==> src/rtl/rv_pkg.sv <==
`default_nettype none
// ============================================================================
// Module      : rv_pkg
// Description : Shared register-file constants and the register index type
//               used across the integer pipeline.
// Revision    : 1.0 - initial release
// ============================================================================
package rv_pkg;

    localparam int REG_ADDR_W = 5;
    localparam int NUM_REGS   = 32;

    typedef logic [REG_ADDR_W-1:0] reg_idx_t;

endpackage : rv_pkg
`default_nettype wire

==> src/rtl/sb_counter.sv <==
`default_nettype none
// ============================================================================
// Module      : sb_counter
// Description : Outstanding-write counter for one architectural register.
//               One increment and two independent decrements per cycle.
//               The result clamps at 0 (protocol error, asserted) and at the
//               counter maximum.
// Ports       : i_clk, i_rst_n   clock, async active-low reset
//               i_inc            write issued to this register
//               i_dec_a, i_dec_b writeback / downstream-kill retire
//               o_cnt            current count
//               o_sat            count at maximum
//               o_nz             count non-zero
// Revision    : 1.0 - initial release
// ============================================================================
module sb_counter #(
    parameter int CNT_W = 2
) (
    input  logic             i_clk,
    input  logic             i_rst_n,
    input  logic             i_inc,
    input  logic             i_dec_a,
    input  logic             i_dec_b,
    output logic [CNT_W-1:0] o_cnt,
    output logic             o_sat,
    output logic             o_nz
);

    localparam logic [CNT_W:0] c_max = {1'b0, {CNT_W{1'b1}}};

    logic [CNT_W-1:0] r_cnt;
    logic [CNT_W:0]   w_up;
    logic [CNT_W:0]   w_down;
    logic [CNT_W:0]   w_next;
    logic             w_underflow;

    // One guard bit so the sum and the difference never wrap.
    assign w_up        = {1'b0, r_cnt} + (CNT_W+1)'(i_inc);
    assign w_down      = (CNT_W+1)'(i_dec_a) + (CNT_W+1)'(i_dec_b);
    assign w_underflow = (w_up < w_down);

    always_comb begin
        w_next = '0;
        if (!w_underflow) begin
            w_next = w_up - w_down;
        end
        if (w_next > c_max) begin
            w_next = c_max;
        end
    end

    always_ff @(posedge i_clk or negedge i_rst_n) begin
        if (!i_rst_n) begin
            r_cnt <= '0;
        end else begin
            r_cnt <= w_next[CNT_W-1:0];
        end
    end

    assign o_cnt = r_cnt;
    assign o_sat = (r_cnt == c_max[CNT_W-1:0]);
    assign o_nz  = (r_cnt != '0);

    a_no_underflow : assert property (@(posedge i_clk) disable iff (!i_rst_n) !w_underflow)
        else $error("sb_counter: retire of a register with no write in flight");

endmodule : sb_counter
`default_nettype wire

==> src/rtl/id_scoreboard.sv <==
`default_nettype none
// ============================================================================
// Module      : id_scoreboard
// Description : Register-hazard scoreboard for the non-forwarding pipeline.
//               Counts in-flight writes per register from issue until
//               writeback or squash and stalls ID on any read-after-write
//               hazard or when a destination counter is saturated.
// Ports       : i_clk, i_rst_n          clock, async active-low reset
//               i_id_*                  decoded ID-stage instruction
//               i_id_flush              ID instruction squashed this cycle
//               i_wb_vld / i_wb_rd      writeback commit
//               i_kill_vld / i_kill_rd  issued write squashed downstream
//               o_stall                 hold PC and IF/ID, bubble into EX
//               o_pending               per-register write-in-flight flags
// Revision    : 1.0 - initial release
// ============================================================================
module id_scoreboard
    import rv_pkg::*;
#(
    parameter int CNT_W     = 2,
    parameter int WB_BYPASS = 1
) (
    input  logic                  i_clk,
    input  logic                  i_rst_n,
    input  logic                  i_id_vld,
    input  logic [REG_ADDR_W-1:0] i_id_rs1,
    input  logic [REG_ADDR_W-1:0] i_id_rs2,
    input  logic [REG_ADDR_W-1:0] i_id_rd,
    input  logic                  i_id_is_rs1,
    input  logic                  i_id_is_rs2,
    input  logic                  i_id_rd_wren,
    input  logic                  i_id_flush,
    input  logic                  i_wb_vld,
    input  logic [REG_ADDR_W-1:0] i_wb_rd,
    input  logic                  i_kill_vld,
    input  logic [REG_ADDR_W-1:0] i_kill_rd,
    output logic                  o_stall,
    output logic [NUM_REGS-1:0]   o_pending
);

    logic [CNT_W-1:0]    w_cnt [NUM_REGS];
    logic [NUM_REGS-1:0] w_sat;
    logic [NUM_REGS-1:0] w_nz;
    logic                w_issue;
    logic                w_rs1_haz;
    logic                w_rs2_haz;
    logic                w_sat_haz;
    logic                w_rd_retiring;
    reg_idx_t            w_rs1;
    reg_idx_t            w_rs2;
    reg_idx_t            w_rd;

    assign w_rs1 = i_id_rs1;
    assign w_rs2 = i_id_rs2;
    assign w_rd  = i_id_rd;

    // x0 is never tracked.
    assign w_cnt[0] = '0;
    assign w_sat[0] = 1'b0;
    assign w_nz[0]  = 1'b0;

    assign w_issue = i_id_vld & ~o_stall & ~i_id_flush & i_id_rd_wren & (w_rd != '0);

    generate
        for (genvar r = 1; r < NUM_REGS; r++) begin : g_cnt
            sb_counter #(
                .CNT_W (CNT_W)
            ) u_cnt (
                .i_clk   (i_clk),
                .i_rst_n (i_rst_n),
                .i_inc   (w_issue & (w_rd == REG_ADDR_W'(r))),
                .i_dec_a (i_wb_vld & (i_wb_rd == REG_ADDR_W'(r))),
                .i_dec_b (i_kill_vld & (i_kill_rd == REG_ADDR_W'(r))),
                .o_cnt   (w_cnt[r]),
                .o_sat   (w_sat[r]),
                .o_nz    (w_nz[r])
            );
        end
    endgenerate

    // With a write-first register file, the last outstanding write landing
    // this cycle is visible to the reader, so it need not wait.
    assign w_rs1_haz = i_id_is_rs1 & w_nz[w_rs1]
                     & ~((WB_BYPASS != 0) & (w_cnt[w_rs1] == CNT_W'(1))
                         & i_wb_vld & (i_wb_rd == w_rs1));
    assign w_rs2_haz = i_id_is_rs2 & w_nz[w_rs2]
                     & ~((WB_BYPASS != 0) & (w_cnt[w_rs2] == CNT_W'(1))
                         & i_wb_vld & (i_wb_rd == w_rs2));

    // A retire of the destination in the same cycle frees a slot, so the
    // increment and decrement cancel instead of overflowing.
    assign w_rd_retiring = (i_wb_vld & (i_wb_rd == w_rd)) | (i_kill_vld & (i_kill_rd == w_rd));
    assign w_sat_haz     = i_id_rd_wren & w_sat[w_rd] & ~w_rd_retiring;

    assign o_stall   = i_id_vld & ~i_id_flush & (w_rs1_haz | w_rs2_haz | w_sat_haz);
    assign o_pending = w_nz;

endmodule : id_scoreboard
`default_nettype wire
==> config.mk <==
export PLATFORM = sky130hd
export DESIGN_NAME = id_scoreboard
export DESIGN_NICKNAME = d
export VERILOG_FILES = /design/src/rtl/rv_pkg.sv /design/src/rtl/sb_counter.sv /design/src/rtl/id_scoreboard.sv
export SDC_FILE = /design/constraint.sdc
export NUM_CORES = 1
export LEC_CHECK = 0
export CORE_MARGIN = 4
export CORE_UTILIZATION = 60
export CTS_BUF_LIST = sky130_fd_sc_hd__clkbuf_4 sky130_fd_sc_hd__clkbuf_8 sky130_fd_sc_hd__clkbuf_16
export CTS_CLUSTER_DIAMETER = 200
export DETAILED_ROUTE_END_ITERATION = 7
export GPL_ROUTABILITY_DRIVEN = 0
export PLACE_DENSITY = 0.81
export SETUP_SLACK_MARGIN = 0.15
export SYNTH_ARGS = -nofsm -noshare
export SYNTH_HDL_FRONTEND = slang
export SYNTH_SLANG_ARGS = --single-unit
==> constraint.sdc <==
create_clock -name i_clk -period 8.1 [get_ports i_clk]
set_input_delay 1.62 -clock i_clk [delete_from_list [all_inputs] [get_ports i_clk]]
set_output_delay 1.62 -clock i_clk [all_outputs]
set_load 0.01 [all_outputs]
# Word level (Yosys, flattened, before mapping)
# Index checks and enable logic that the tools add are counted.
# word_totals
out_inout_bits,33
inputBits,34
reg_bits,62
wordCells,548
# classes
eq_ne,130
magnitude_cmp,67
reduce_logical,32
n_mux,74
bitwise,121
addsub,93
# op_table
op,n
"5-bit == test, second input constant",48
"5-bit by 4-bit == test with 1-bit output, second input constant",24
1-bit AND,111
2-bit by 1-bit adder with 3-bit output,31
"3-bit by 2-bit > comparator with 1-bit output, second input constant",31
3-bit less-than comparator,31
3-bit two-way mux,31
3-bit subtractor,31
2-bit two-way mux,35
1-bit by 1-bit adder with 2-bit output,31
"2-bit == test, second input constant",31
2-bit nonzero test,31
"5-bit by 3-bit == test with 1-bit output, second input constant",12
"5-bit by 2-bit == test with 1-bit output, second input constant",6
2-bit binary-select mux with 5-bit select,2
5-bit == test,4
"5-bit by 6-bit less-than comparator with 1-bit output, second input constant",3
1-bit binary-select mux with 5-bit select,3
"5-bit by 1-bit == test with 1-bit output, second input constant",3
"6-bit >= comparator, second input constant",2
5-bit NOT with 6-bit output,2
1-bit NOT,5
5-bit nonzero test,1
"2-bit by 1-bit == test with 1-bit output, second input constant",2
other kinds (2),6

# Logic depth before layout (Yosys ltp)
# Gate-level depths: netlist (run 1).
# logic_depth
ltp_word,23
mapped_depth,17
depth_no_buf,15

# Hierarchy
# From an unflattened synthesis (run 1), not the netlist that was laid out.
# unflattened
hier_cells,912
area_unflattened_um2,9067.4
# by_module_without_submodules
mod,seq_area_each_um2,n_inst,area_per_inst_um2,cells_per_inst
sb_counter,50.0,31,202.7,17
id_scoreboard,0.0,1,2783.9,385

# Worst setup path before layout (run 1)
# Ideal clock, no wire load.
# synth_path
path_kind,input -> output
start,input i_id_rs2[0]
end,output o_stall
n_path_buf,1
arrival_ps,3214
path_slack_ps,3266
required_time_ps,6480
cell_stages,8
cell_sequence,buf_2 > nor2b_1 > a22oi_1 > a211o_1 > nand4_1 > a32oi_1 > o311ai_4 > and2_1
# synth_between
elab_chain_len,12
elab_cells_between_ends,16
classes_between,2 x eq/ne; 5 x mux; 9 x bitwise
# synth_lines
element,line_no,rtl
start: declaration,id_scoreboard.sv:27,"input logic [REG_ADDR_W-1:0] i_id_rs2,"
5-bit NOT with 6-bit output (implied by the code),id_scoreboard.sv:87,& ~((WB_BYPASS != 0) & (w_cnt[w_rs2] == CNT_W'(1))
2-bit binary-select mux with 5-bit select,id_scoreboard.sv:87,
2-bit two-way mux (implied by the code) (2 in a row),id_scoreboard.sv:87,
2-bit by 1-bit == test with 1-bit output,id_scoreboard.sv:87,
1-bit AND (2 in a row),id_scoreboard.sv:88,& i_wb_vld & (i_wb_rd == w_rs2));
1-bit NOT,id_scoreboard.sv:87,
1-bit AND *,id_scoreboard.sv:87,
1-bit bitwise OR * (2 in a row),id_scoreboard.sv:95,assign o_stall = i_id_vld & ~i_id_flush & (w_rs1_haz | w_rs2_haz | w_sat_haz);
1-bit AND *,id_scoreboard.sv:95,
end: declaration,id_scoreboard.sv:37,"output logic o_stall,"
# Every way passes the cells marked *; elsewhere a longest branch is shown, timed or not. The select of a mux whose other input is x is not followed.

# Worst setup path in the final report (run 1)
# layout_path
start,input i_id_rd[1]
end,output o_stall
# layout_between
elab_chain_len,7
elab_cells_between_ends,12
classes_between,2 x eq/ne; 2 x mux; 8 x bitwise
# layout_lines
element,line_no,rtl
start: declaration,id_scoreboard.sv:28,"input logic [REG_ADDR_W-1:0] i_id_rd,"
"parallel branches: the longest is 4 deep, another holds 1-bit binary-select mux with 5-bit select",--,
1-bit AND *,id_scoreboard.sv:93,assign w_sat_haz = i_id_rd_wren & w_sat[w_rd] & ~w_rd_retiring;
1-bit bitwise OR *,id_scoreboard.sv:95,
1-bit AND *,id_scoreboard.sv:95,
# Every way passes the cells marked *. The select of a mux whose other input is x is not followed.

==> flow_summary.ini, run 1 <==
[sta]
hold_viol = 0
tightest_slew_ps = 859
fin_hold_ws_ps = 801
rsz0062_at_grt = no
min_period_ps = 6570
fmax_mhz = 152
period_share_pct = 81.1
finalSetupViolations = 0
slew_headroom_pct = 42.7
skew_ps = 6.74
drv_slew = 0
tns_ps = 0

[final_layout]
largest_reg_flops = 62
antennaDiodeCount = 0
final_cell_mix = 171 x inv_1, 124 x ha_1, 110 x nor2_1
drive_above_1_share_pct = 6.47
num-nets-final = 1329
final_common_cell = inv_1
areaGrowthSynthToFinish_pct = 7.93

[die]
boundaryPins = 67
core_sq_um = 15100
initial_core_util_pct = 61.2
fp-row-count = 45
die_h_microns = 132
die_x_microns = 132
die_area_sq_um = 17500

[min_path]
hold_path_end = g_cnt[16].u_cnt.o_cnt[1]
holdCritPathClass = register to register
min_from = g_cnt[16].u_cnt.o_cnt[1]
hold_depth = 2

[placed_design]
io_buffers = 65
dpl.hpwl_mm = 20.7

[setup_path]
r2r_end = g_cnt[14].u_cnt.o_cnt[1]
reg2reg_from = g_cnt[11].u_cnt.o_cnt[1]
reg2reg_slack_ps = 3810
crit_family = buffers and inverters
critical_path_class = input pin to output port
critical_path.most_common_cell = clkdlybuf4s50_1
crit_chain = clkdlybuf4s50_1 -> nand2b_1 -> a21oi_1 -> o41a_1 -> nor3_1 -> o311ai_2 -> o311ai_4 -> and2_1 -> clkdlybuf4s50_1
worst_setup_path_end_kind = output port
crit_buf_inv = 2
start_kind = input pin
critPathMaxStageDelay_ps = 840
cp_slowest_cell = clkdlybuf4s50_1
crit_fanout = 23
arrival_ps = 4950
r2r_cells = 13
crit_required_ps = 6480

[power]
p_int_mw = 1.45
power_density_nw_per_um2 = 277
p_seq_share_pct = 28.4
power_mw = 2.77
clockPowerShare_pct = 12.9
power_frac_comb_pct = 58.7
p_leak_nw = 4.46
vdd_drop_max_uv = 139
sw_frac_of_total_pct = 47.6
power_switching_mw = 1.32

[global_route]
grt_max_degree = 63
grt_pass1_vias = 8289
grt_overflow_total = 0
grt_use_total_pct = 30.7
grt_first_pass_wirelength_mm = 42.6
antenna_found_initial = 0

[synth]
syn_nets = 1321
synth.distinct_cells = 69
ys_ff_latch = 62
postSynthAreaPerCell_sq_um = 8.42
synthArstFlopShare_pct = 100
syn_inst = 1101
ys.flop_type = dfrtp_1
synth_edf_count = 0
yosysWarnings = 0
ys_seq_area_share_pct = 16.7
syn_area_sq_um = 9270

[clock_tree]
clock_latency_ps = 350
root_buffer = clkbuf_16
hold_buffers = 0
ctsResizeCount = 0
clock_sinks = 62
numCtsBuffers = 9
cts_tree = done
post-cts-setup-buffer-count = 0
htreeDepth = 3
clkTransAtPathRegs_ps = 50
clk_path_buf_depth = 2

[drt]
drt_wl_total_mm = 26.2
routedWlPerCell_microns = 20.2
drtIter0Drc = 1119
drt_pass1_iterations = 6
drc = 0
vias_per_cell = 6.40
vias = 8323
final_antenna_net_count = 0

[run]
max_cap_viol_count = 0

[status]
run_status = finished, final reports clean
## cell usage after synthesis, types with 2 or more instances
cell type	count	share of area, %
mux4_2	10	2.4
a311o_1	3	0.32
o41a_1	2	0.24
or2_2	15	1.0
o22ai_1	2	0.14
a21o_1	3	0.24
o41ai_1	3	0.28
fa_1	62	13
a211oi_1	4	0.32
ha_1	124	17
xnor2_1	8	0.76
nand2_1	39	1.6
buf_4	32	2.6
nor3b_1	7	0.57
and3_1	3	0.20
dfrtp_1	62	17
o221ai_1	4	0.38
o31ai_1	2	0.16
nand2b_1	23	1.6
nand3b_1	12	0.97
nor3_1	19	1.0
inv_1	171	6.9
clkbuf_1	20	0.81
a31oi_1	6	0.41
mux2i_1	2	0.22
o311ai_0	4	0.38
nand4_1	9	0.61
buf_2	13	0.70
or3b_1	3	0.28
o21ai_0	54	2.9
buf_6	4	0.49
and3b_1	4	0.38
nor2b_1	35	2.4
o211ai_1	9	0.73
buf_1	2	0.081
xor2_1	25	2.4
nand3_1	22	1.2
nor4bb_1	2	0.22
nor2_1	110	4.5
nor3_2	19	2.1
inv_2	3	0.12
a221oi_1	36	3.4
a21oi_1	77	4.2
nor4_1	7	0.47
## cell type report
| class | instances | area [sq um] |
|---|---|---|
| clock buffer | 12 | 254 |
| clock inverter | 2 | 10.0 |
| fill | 1237 | 5140 |
| inverter | 174 | 653 |
| multi-input combinational | 794 | 6630 |
| sequential | 62 | 1550 |
| tap | 188 | 235 |
| timing repair buffer | 68 | 668 |
## kinds of logic (layout without fill, tap and decap cells)
logic type | count (synthesis) | after routing | share of synthesized area (%)
adder cells (fa/ha/maj) | 186 | 186 | 30.1
other | 1 | 1 | 0.0405
AO/OA/AOI/OAI | 224 | 224 | 15.9
buffers and inverters | 245 | 256 | 11.7
multiplexers | 13 | 13 | 2.77
XOR/XNOR | 33 | 33 | 3.12
flip-flops | 62 | 62 | 16.7
AND/OR/NAND/NOR | 337 | 337 | 19.6
## worst min-delay path, cell delays in order, from the launching register on
cell      delay (ps)
dfrtp_1          430
ha_1             220
a221oi_1          90
## power by group through the flow
| stage | Clock, mW | Sequential (mW) | Combinational [mW] |
|---|---|---|---|
| after floorplan | 0 | 0.642 | 1.21 |
| after global placement | 0 | 0.768 | 1.55 |
| after detailed placement | 0 | 0.769 | 1.59 |
| after CTS | 0.365 | 0.764 | 1.60 |
| after global routing | 0.380 | 0.800 | 1.80 |
| final | 0.358 | 0.785 | 1.63 |
## worst max-delay path by stage
| stage | from | endpoint | slack, ps | cells past startpoint |
|---|---|---|---|---|
| after detailed placement | i_id_rd[1] | o_stall | 1610 | 9 |
| after CTS | i_id_rd[1] | o_stall | 1590 | 9 |
| final | i_id_rd[1] | o_stall | 1530 | 9 |
| after global routing | i_id_rd[1] | o_stall | 1360 | 9 |
| after floorplan | i_id_rs2[0] | o_stall | 3270 | 8 |
| after global placement | i_id_rd[1] | o_stall | 1680 | 9 |
## metal layers
metal / up-vias / wire length (microns) / global-route usage (%)
met5: - / 0 / 0
met4: 0 / 1400 / 15.2
met3: 138 / 3310 / 8.32
met2: 535 / 11400 / 46.3
met1: 3875 / 10200 / 40.8
li1: 3775 / - / -
## through the flow
stage / setup slack (ps) / utilization (%) / instances / area [sq um]
after floorplan: 3270 / - / 1101 / 9270
after CTS: 1590 / 66.0 / 1300 / 10000
after detailed placement: 1610 / 64.3 / 1286 / 9740
after global routing: 1360 / 66.0 / 1300 / 10000
after global placement: 1680 / 64.3 / 1286 / 9740
final: 1530 / 66.0 / 1300 / 10000
Note: power is estimated with default switching activity, not from simulation.
==> inputs of run 2 (changes only) <==
Clock period 8.1 ns to 6.3 ns, I/O delays scaled along.
==> flow_summary.ini, run 2 (synthesized netlist as in run 1, its figures left out) <==
[drt]
drc = 0
final_antenna_net_count = 0
drt_pass1_iterations = 6
drtIter0Drc = 1084
vias = 8342
routedWlPerCell_microns = 20.2
drt_wl_total_mm = 26.6
vias_per_cell = 6.35

[global_route]
grt_first_pass_wirelength_mm = 42.0
grt_pass1_vias = 8187
antenna_found_initial = 0
grt_overflow_total = 0
grt_use_total_pct = 30.5
grt_max_degree = 63

[setup_path]
crit_family = compound AO/OA/AOI/OAI gates
start_kind = input pin
critPathMaxStageDelay_ps = 870
worst_setup_path_end_kind = output port
critical_path_class = input pin to output port
crit_required_ps = 5040
crit_buf_inv = 3
cp_slowest_cell = o311ai_4
critPathLaunch = i_id_rs2[1]
arrival_ps = 4580
critical_path.most_common_cell = clkdlybuf4s50_1
crit_chain = clkdlybuf4s50_1 -> buf_4 -> nor2b_1 -> a31o_2 -> a311oi_1 -> a32oi_1 -> o311ai_4 -> and2_1 -> clkdlybuf4s50_1
reg2reg_from = g_cnt[3].u_cnt.o_cnt[1]
crit_fanout = 17
reg2reg_slack_ps = 1830

[min_path]
holdCritPathClass = register to register
min_from = g_cnt[1].u_cnt.o_cnt[1]

[status]
run_status = finished, final reports clean

[clock_tree]
clk_path_buf_depth = 2
ctsResizeCount = 0
cts_tree = done
root_buffer = clkbuf_16
clkTransAtPathRegs_ps = 50
htreeDepth = 3
clock_latency_ps = 350
post-cts-setup-buffer-count = 0
hold_buffers = 0
numCtsBuffers = 9
clock_sinks = 62

[sta]
hold_viol = 0
tightest_slew_ps = 961
skew_ps = 10.8
finalSetupViolations = 0
tns_ps = 0
fmax_mhz = 171
slew_headroom_pct = 35.8
rsz0062_at_grt = no
fin_hold_ws_ps = 802
drv_slew = 0
min_period_ps = 5840
period_share_pct = 92.6

[final_layout]
final_cell_mix = 171 x inv_1, 124 x ha_1, 110 x nor2_1
num-nets-final = 1342
drive_above_1_share_pct = 7.56
areaGrowthSynthToFinish_pct = 9.11
largest_reg_flops = 62
final_common_cell = inv_1
final_util_pct = 66.8
fin_area_sq_um = 10100
antennaDiodeCount = 0

[die]
die_x_microns = 132
core_sq_um = 15100
die_area_sq_um = 17500
die_h_microns = 132
fp-row-count = 45
boundaryPins = 67
initial_core_util_pct = 61.2

[power]
vdd_drop_max_uv = 189
power_density_nw_per_um2 = 351
p_leak_nw = 4.52
power_mw = 3.55

[run]
max_cap_viol_count = 0

[placed_design]
placed_area_sq_um = 9850
io_buffers = 65
dpl.hpwl_mm = 20.5
run 2: cell types whose count changed in the layout (fill, tap and decap cells not counted):
cell,delta
buf_4,+12
buf_12,+1
run 2: worst register-to-register path: stages, from the launching register on:
cell and delay (ps):
dfrtp_1 490, nor2_1 130, or2_2 310, a211o_1 290, nand4_1 100, a32oi_1 150, o311ai_4 870, buf_4 430
nor3_2 90, ha_1 220, ha_1 320, fa_1 470, nor2b_1 170, a221oi_1 330
run 2: final timing paths:
kind	endpoint	cells after the start
setup / recovery	o_stall	9
hold / removal	g_cnt[1].u_cnt.o_cnt[1]	2
setup reg to reg	g_cnt[25].u_cnt.o_cnt[1]	13
hold reg to reg	g_cnt[1].u_cnt.o_cnt[1]	2
max in group asynchronous	g_cnt[10].u_cnt.o_cnt[0]	2
min in group asynchronous	g_cnt[24].u_cnt.o_cnt[1]	2
run 2: stage by stage:
step | setup slack [ps] | cells
floorplan | 1950 | 1101
global placement | 503 | 1299
detailed placement | 463 | 1299
CTS | 497 | 1313
global route | 267 | 1313
finish | 464 | 1313
run 2: final cells by class:
type	count	area, sq um
tap	188	235
multi-input combinational	794	6630
clock inverter	2	10.0
timing repair buffer	81	778
fill	1234	5030
sequential	62	1550
inverter	174	653
clock buffer	12	254
run 2: layer usage:
layer / share of wire [%] / track usage, %
met1: 39 / 40.0
met2: 45 / 48.1
met3: 12 / 8.09
met4: 3.9 / 12.3
met5: 0 / 0
run 2: where the power goes:
group / switching (mW) / internal, mW / leakage, nW / total (mW)
sequential: 0.389 / 0.591 / 0.818 / 0.981
combinational: 1.09 / 1.01 / 3.57 / 2.10
clock: 0.189 / 0.280 / 0.135 / 0.469
